==> src/rtl/apad_pkg.sv <==
// Shared types and sizing helpers for the analog pad mux arbiter.
package apad_pkg;

  typedef enum logic [1:0] {
    StIdle,
    StSettle,
    StActive,
    StRelease
  } apad_state_t;

  // Index width for n requesters, never narrower than one bit.
  function automatic int unsigned idx_width(int unsigned n);
    return (n > 1) ? $clog2(n) : 1;
  endfunction

  function automatic int unsigned cnt_width(int unsigned max_val);
    return (max_val > 0) ? $clog2(max_val + 1) : 1;
  endfunction

  // Counters are sized for the full legal range of DEAD_CYCLES and MAX_HOLD.
  localparam int unsigned DeadCntW = cnt_width(255);
  localparam int unsigned HoldCntW = cnt_width(65535);

endpackage

==> src/rtl/apad_rr_pick.sv <==
// Combinational round-robin picker: first set request at or after rr_ptr_i.
module apad_rr_pick
  import apad_pkg::*;
#(
  parameter int unsigned N_REQ = 4
) (
  input  logic [N_REQ-1:0]              req_i,
  input  logic [idx_width(N_REQ)-1:0]   rr_ptr_i,
  output logic [idx_width(N_REQ)-1:0]   winner_o,
  output logic                          valid_o
);

  localparam int unsigned IdxW = idx_width(N_REQ);

  always_comb begin
    int unsigned slot;
    slot     = 0;
    valid_o  = 1'b0;
    winner_o = '0;
    for (int unsigned i = 0; i < N_REQ; i++) begin
      slot = 32'(rr_ptr_i) + i;
      if (slot >= N_REQ) slot = slot - N_REQ;
      if (!valid_o && req_i[IdxW'(slot)]) begin
        valid_o  = 1'b1;
        winner_o = IdxW'(slot);
      end
    end
  end

endmodule

==> src/rtl/apad_mux_arbiter.sv <==
// Shares one analog pad between N_REQ requesters with round-robin arbitration,
// break-before-make dead time and a bounded hold under contention.
module apad_mux_arbiter
  import apad_pkg::*;
#(
  parameter int unsigned N_REQ       = 4,
  parameter int unsigned DEAD_CYCLES = 4,
  parameter int unsigned MAX_HOLD    = 64
) (
  input  logic                        Clock,
  input  logic                        nReset,
  input  logic [N_REQ-1:0]            req,
  output logic [N_REQ-1:0]            grant,
  output logic [N_REQ-1:0]            sw_en,
  output logic [idx_width(N_REQ)-1:0] owner,
  output logic                        busy
);

  localparam int unsigned IdxW = idx_width(N_REQ);
  localparam logic [DeadCntW-1:0] DeadLoad = DeadCntW'(DEAD_CYCLES - 1);
  localparam logic [HoldCntW-1:0] HoldLoad = HoldCntW'(MAX_HOLD - 1);

  apad_state_t         state_q;
  logic [IdxW-1:0]     owner_q;
  logic [IdxW-1:0]     rr_ptr_q;
  logic [IdxW-1:0]     rr_ptr_d;
  logic [DeadCntW-1:0] dead_q;
  logic [HoldCntW-1:0] hold_q;
  logic [N_REQ-1:0]    grant_q;
  logic                busy_q;

  logic [IdxW-1:0]     pick_idx;
  logic                pick_valid;
  logic [N_REQ-1:0]    owner_oh;
  logic                owner_req;
  logic                others_req;

  apad_rr_pick #(
    .N_REQ(N_REQ)
  ) u_rr_pick (
    .req_i    (req),
    .rr_ptr_i (rr_ptr_q),
    .winner_o (pick_idx),
    .valid_o  (pick_valid)
  );

  assign owner_oh   = N_REQ'(1) << owner_q;
  assign owner_req  = req[owner_q];
  assign others_req = |(req & ~owner_oh);
  assign rr_ptr_d   = (pick_idx == IdxW'(N_REQ - 1)) ? '0 : pick_idx + IdxW'(1);

  always_ff @(posedge Clock) begin
    if (!nReset) begin
      state_q  <= StIdle;
      owner_q  <= '0;
      rr_ptr_q <= '0;
      dead_q   <= '0;
      hold_q   <= '0;
      grant_q  <= '0;
      busy_q   <= 1'b0;
    end else begin
      unique case (state_q)
        StIdle: begin
          if (pick_valid) begin
            owner_q  <= pick_idx;
            rr_ptr_q <= rr_ptr_d;
            dead_q   <= DeadLoad;
            busy_q   <= 1'b1;
            state_q  <= StSettle;
          end
        end
        StSettle: begin
          if (!owner_req) begin
            dead_q  <= DeadLoad;
            state_q <= StRelease;
          end else if (dead_q == '0) begin
            hold_q  <= HoldLoad;
            grant_q <= owner_oh;
            state_q <= StActive;
          end else begin
            dead_q <= dead_q - DeadCntW'(1);
          end
        end
        StActive: begin
          // Hold budget only drains while someone else is waiting.
          if (!owner_req || (others_req && hold_q == '0)) begin
            grant_q <= '0;
            dead_q  <= DeadLoad;
            state_q <= StRelease;
          end else if (others_req) begin
            hold_q <= hold_q - HoldCntW'(1);
          end else begin
            hold_q <= HoldLoad;
          end
        end
        StRelease: begin
          if (dead_q == '0) begin
            busy_q  <= 1'b0;
            state_q <= StIdle;
          end else begin
            dead_q <= dead_q - DeadCntW'(1);
          end
        end
        default: state_q <= StIdle;
      endcase
    end
  end

  assign grant = grant_q;
  assign sw_en = grant_q;
  assign owner = owner_q;
  assign busy  = busy_q;

endmodule

==> config.mk <==
export PLATFORM = sky130hd
export DESIGN_NAME = apad_mux_arbiter
export DESIGN_NICKNAME = d
export VERILOG_FILES = /design/src/rtl/apad_pkg.sv /design/src/rtl/apad_rr_pick.sv /design/src/rtl/apad_mux_arbiter.sv
export SDC_FILE = /design/constraint.sdc
export NUM_CORES = 1
export LEC_CHECK = 0
export CAP_MARGIN = 5
export CELL_PAD_IN_SITES_DETAIL_PLACEMENT = 1
export CELL_PAD_IN_SITES_GLOBAL_PLACEMENT = 2
export CORE_MARGIN = 2
export CORE_UTILIZATION = 35
export DETAILED_ROUTE_END_ITERATION = 8
export PLACE_DENSITY = 0.8
export SETUP_SLACK_MARGIN = 0.1
export SLEW_MARGIN = 20
export SYNTH_ARGS = -nofsm -noshare
export SYNTH_HDL_FRONTEND = slang
export SYNTH_SLANG_ARGS = --single-unit
==> constraint.sdc <==
create_clock -name Clock -period 5.2 [get_ports Clock]
set_clock_uncertainty 0.2 [all_clocks]
set_input_delay 0.78 -clock Clock [delete_from_list [all_inputs] [get_ports Clock]]
set_output_delay 0.78 -clock Clock [all_outputs]
set_load 0.1 [all_outputs]
* Word level (Yosys, flattened, before mapping)
Cells that the tools add are included.
** Word-level totals
- Register bits :: 35
** Operators by class
- Reduce and logical (&&, ||, !) cells :: 21
- Multiplexer cells :: 46
- Add/sub/neg operators :: 10
- Bitwise operators :: 2
- $lt $le $gt $ge :: 9
- Equality and inequality tests :: 11
- Shifts and indexed selects :: 1
** Operators with widths (number)
- $mux W16 :: 4
- $mux W8 :: 4
- $pmux W16 S2 :: 1
- $pmux W8 S4 :: 1
- $mux W2 :: 14
- $logic_not A16 Y1 :: 1
- $sub A16 B1 Y16 const B :: 1
- $lt A2 B3 Y1 const B :: 5
- $mux W4 :: 3
- $ne A2 B2 Y1 const B :: 6
- $reduce_and A4 Y1 :: 3
- $mux W1 :: 11
- $bmux W1 S2 :: 5
- $ge A3 B3 Y1 const B :: 3
- $logic_not A8 Y1 :: 1
- $pmux W2 S4 :: 1
- $pmux W4 S2 :: 1
- $sub A2 B1 Y2 const B :: 4
- $sub A8 B1 Y8 const B :: 1
- $add A2 B2 Y3 const B :: 2
- $eq A2 B2 Y1 const B :: 3
- $and A4 B4 Y4 :: 1
- $logic_and A1 B1 Y1 :: 4
- $logic_not A1 Y1 :: 4
- 14 further kinds :: 16

* Depth between registers and ports, before layout
- Depth after elaboration :: 16
- Gate-level depth with buffers :: 9

* Cells and area by module
Synthesis repeated with hierarchy kept, for this count alone.
** Second synthesis, totals
- Cell total of the unflattened synthesis :: 255
- Area, all modules :: 2202.1 um^2
** By module, submodules not included
- apad_mux_arbiter :: cells each 240, sequential area each 700.7 um^2, area an instance 2124.5 um^2, instances 1
- apad_rr_pick :: cells each 15, sequential area each 0.0 um^2, area an instance 77.6 um^2, instances 1

* Worst setup path after synthesis
Ideal clock, no wire load.
- Path kind :: register -> register
- From :: reg owner_q[0] (netlist: owner[0])
- To :: reg state_q[0]
- Cell stages (with the launch flop) :: 7
- Path slack :: 2.084 ns
- Data arrival time :: 2.830 ns
- Buffers on the path :: 1
- Clock period less this slack :: 3.116 ns
- Path through :: dfxtp_1 -> buf_2 -> mux4_2 -> a21oi_1 -> nor2_2 -> a2111o_1 -> a221oi_2
** Between the ends
- Cells in the longest elaborated chain, start to end :: 8
- Elaborated cells on any way between the ends :: 14
- Those cells by class :: eq/ne (2); shift (1); mux (4); bitwise (2); reduce/logical (5)
** RTL lines
- from (decl) :: line apad_mux_arbiter.sv:24 : logic [IdxW-1:0] owner_q;
- from (signal assigned) :: line apad_mux_arbiter.sv:65 : owner_q <= pick_idx;
- $shl A1 B2 Y4 :: line apad_mux_arbiter.sv:47 : assign owner_oh = N_REQ'(1) << owner_q;
- $not A4 Y4 :: line apad_mux_arbiter.sv:49 : assign others_req = |(req & ~owner_oh);
- $and A4 B4 Y4 :: line apad_mux_arbiter.sv:49
- $reduce_or A4 Y1 :: line apad_mux_arbiter.sv:49
- $logic_and A1 B1 Y1 :: line apad_mux_arbiter.sv:86 : if (!owner_req || (others_req && hold_q == '0)) begin
- $logic_or A1 B1 Y1 :: line apad_mux_arbiter.sv:86
- $ne A2 B2 Y1 (no source line)
- $reduce_and A4 Y1 (no source line)
- to (signal assigned) :: line apad_mux_arbiter.sv:89 : state_q <= StRelease;
- to (signal assigned) :: line apad_mux_arbiter.sv:99 : state_q <= StIdle;
- to (signal assigned) :: line apad_mux_arbiter.sv:104 : default: state_q <= StIdle;
- to (decl) :: line apad_mux_arbiter.sv:23 : apad_state_t state_q;
Parallel ways exist; a longest one is shown, timed or not. The select of a mux whose other input is x is not followed.
A chain may end at the register's enable or synchronous reset.

* Worst setup path after layout
- From :: in req[0]
- To :: reg hold_q[5]
** Between the ends
- Cells in the longest elaborated chain, start to end :: 6
- Elaborated cells on any way between the ends :: 13
- Those cells by class :: eq/ne (2); mux (5); bitwise (1); reduce/logical (5)
** RTL lines
- from (decl) :: line apad_mux_arbiter.sv:12 : input logic [N_REQ-1:0] req,
- $bmux W1 S2 or $and A4 B4 Y4 (tied branches) :: line apad_mux_arbiter.sv:48, apad_mux_arbiter.sv:49
- $mux W1 (implied by the code) or $reduce_or A4 Y1 (tied branches) :: line apad_mux_arbiter.sv:48, apad_mux_arbiter.sv:49
- $logic_not A1 Y1 or $logic_and A1 B1 Y1 (tied branches) :: line apad_mux_arbiter.sv:86
- $logic_or A1 B1 Y1 :: line apad_mux_arbiter.sv:86
- $ne A2 B2 Y1 (no source line)
- $reduce_and A4 Y1 (no source line)
- to (signal assigned) :: line apad_mux_arbiter.sv:77 : hold_q <= HoldLoad;
- to (signal assigned) :: line apad_mux_arbiter.sv:91 : hold_q <= hold_q - HoldCntW'(1);
- to (signal assigned) :: line apad_mux_arbiter.sv:93 : hold_q <= HoldLoad;
- to (decl) :: line apad_mux_arbiter.sv:28 : logic [HoldCntW-1:0] hold_q;
Parallel ways exist; a longest one is shown, timed or not. The select of a mux whose other input is x is not followed.

==> reports/results.ini <==
[clocking]
cts.clk_slew.worst_paths_ps = 70
cts_tree = built
post-cts-setup-buffers = 0
cts_max_level = 2
clock-sinks = 35
cts_hold_buffers = 0
cts_resized = 0
clock_latency_ps = 280
root_buffer = clkbuf_8
cts_buffer_depth = 2
cts_buffers = 5

[route]
drc = 0
routed_wl_mm = 6.20
dr.pass1.iters = 4
wl_per_cell_microns = 17.0
vias_per_cell = 5.91
drtIter0Drc = 106
vias = 2150
postRouteAntennaNets = 0

[global_routing]
grt_pass1_vias = 2192
overflow = 0
grtUsageMet1 = 0.236
grt-busiest-layer = met2
grt_usage = 0.176
grt_pass1_wl_mm = 10.8
antenna_found_initial = 0
grt_max_degree = 36
met3_usage = 0.0267
grt_util_met2 = 0.294

[layout]
design_area_sq_um = 2630
final_core_util = 0.392
final_nets = 297
drive_gt1_frac = 0.109
syn_to_final_growth_pct = 9.93
stdcell_count = 364
diodes = 0

[floorplanning]
core_sq_um = 6720
dieArea_sq_um = 7520
io_pins = 17
rows = 30
die_h_microns = 86.7
start_util = 0.356
dieWidth_microns = 86.7

[placement]
gp_congestion = 0.785
io_buffers = 16
dp.cells = 356
place_area_sq_um = 2530
dp_hpwl_mm = 4.53

[sta]
tns_ps = 0
fin_crit_sh = 0.623
post-route-min-period_ps = 3240
rsz0062_at_grt = false
hold_viol = 0
drv_slew = 0
setup-violations-final = 0
worst_slew_pin_slew_ps = 996
fmaxAchievable_mhz = 309
relSlewSlack = 0.334

[synthesis]
syn_area_sq_um = 2390
ys_seq_area_frac = 0.293
synthArstFlopShare = 0
synth_largest_area_cell = dfxtp_1
synth_edf_count = 0
syn_inst = 278
syn_avg_cell_area_sq_um = 8.61
synth_ff_type = dfxtp_1
synth_top_area_frac = 0.293
synth_area_leaders = dfxtp_1, ha_1, mux2i_1, nand2_1, nor4_1
synth_seq_cells = 35
synth.distinct_cells = 64
yosys_warnings = 0
synth_nets = 292

[worst_setup_path]
required_ps = 5180
cpMaxStageDelayCell = clkdlybuf4s50_1
cp_slowest_stage_delay_ps = 680
worstPathCellList = clkdlybuf4s50_1 > mux4_2 > nand2_1 > or3_1 > o311a_1
critPathCaptureType = flip-flop
cp-start-kind = primary input
worst-setup-path-type = primary input to flip-flop
cp_data_arrival_time_ps = 3220
cp_max_fo = 21

[power_and_ir_drop]
peakVddDrop_v = 0.000294
power_mw = 1.69
power.density_nw_per_um2 = 640
p_leak_nw = 0.918

[min_path]
hold_path.class = flip-flop to flip-flop

[outcome]
status = completed

[flow_run]
maxCapViolations = 0

==> synthesized netlist by cell type, drive strengths merged, types with 4 or more instances <==
master  instances
or3             8
nand3          12
mux2i           9
inv            13
dfxtp          35
a221oi          6
o22ai           4
o21ai           6
a32o            4
nand3b          7
nor2           16
ha              8
o31ai           7
nor3           13
a21oi          14
nor3b           4
buf            12
clkbuf          6
nand2          24
nand2b          4
o221a           5
nor4           12
or4             7
==> state kept, by name, indices dropped and copies added, names as in the netlist <==
name and cells:
hold_q 16, dead_q 8, grant 4, owner 2
rr_ptr_q 2, state_q 2, busy 1
==> cell type report <==
type / count / area, sq um
clock buffer: 8 / 100
fill: 794 / 4090
inverter: 14 / 52.6
multi-input combinational: 210 / 1510
sequential: 35 / 701
tap: 80 / 100
timing repair buffer: 17 / 168
==> metrics by stage <==
step                hold slack [ps]  setup slack (ps)
detailed placement              276              1660
CTS                             286              1970
global route                    305              1810
floorplan                       237              2080
finish                          286              1960
global placement                265              1700
==> critical path, delay by kind of cell <==
family                 cells  cell delay (ps)
AO/OA/AOI/OAI              1              320
buffers and inverters      1              680
AND/OR/NAND/NOR            2             1030
multiplexers               1              410
==> path summary, 6_finish.rpt <==
path         slack, ps         to  cells past startpoint       from
max               1960  hold_q[5]                      5     req[0]
min                290  dead_q[7]                      2  dead_q[7]
max reg2reg       2120  hold_q[5]                      7  dead_q[0]
min reg2reg        290  dead_q[7]                      2  dead_q[7]
==> metal layers <==
layer | vias up | part of all wire | wire, microns
met5 | - | 0 | 0
met4 | 0 | 0.0079 | 49
met3 | 5 | 0.023 | 140
met2 | 28 | 0.48 | 2980
met1 | 1044 | 0.49 | 3030
li1 | 1073 | - | -
==> cell usage in the layout, fill, tap and decap left out, drive strengths merged, types with 7 or more instances in the layout <==
master / instances
dfxtp: 35
nor3: 13
nand2: 24
nand3: 12
inv: 13
nor4: 12
mux2i: 9
clkdlybuf4s50: 16
clkbuf: 8
ha: 8
nand3b: 7
nor2: 16
or4: 7
a21oi: 14
or3: 8
o31ai: 7
==> power breakdown <==
part	switching [mW]	internal [mW]	leakage (nW)
Combinational	0.640	0.398	0.581
Clock	0.0986	0.121	0.0515
Sequential	0.0893	0.339	0.285
==> cell families (layout without fill, tap and decap cells) <==
logic type / count (synthesis) / in the layout / synth area share
DFF: 35 / 35 / 0.293
buffers and inverters: 33 / 39 / 0.0763
muxes: 12 / 12 / 0.0564
adders and majority gates: 8 / 8 / 0.0418
AOI/OAI and AO/OA: 66 / 66 / 0.220
xor gates and xnor gates: 1 / 1 / 0.00366
and+or+nand+nor: 123 / 123 / 0.309
No activity file was read; power rests on OpenSTA's default activity.
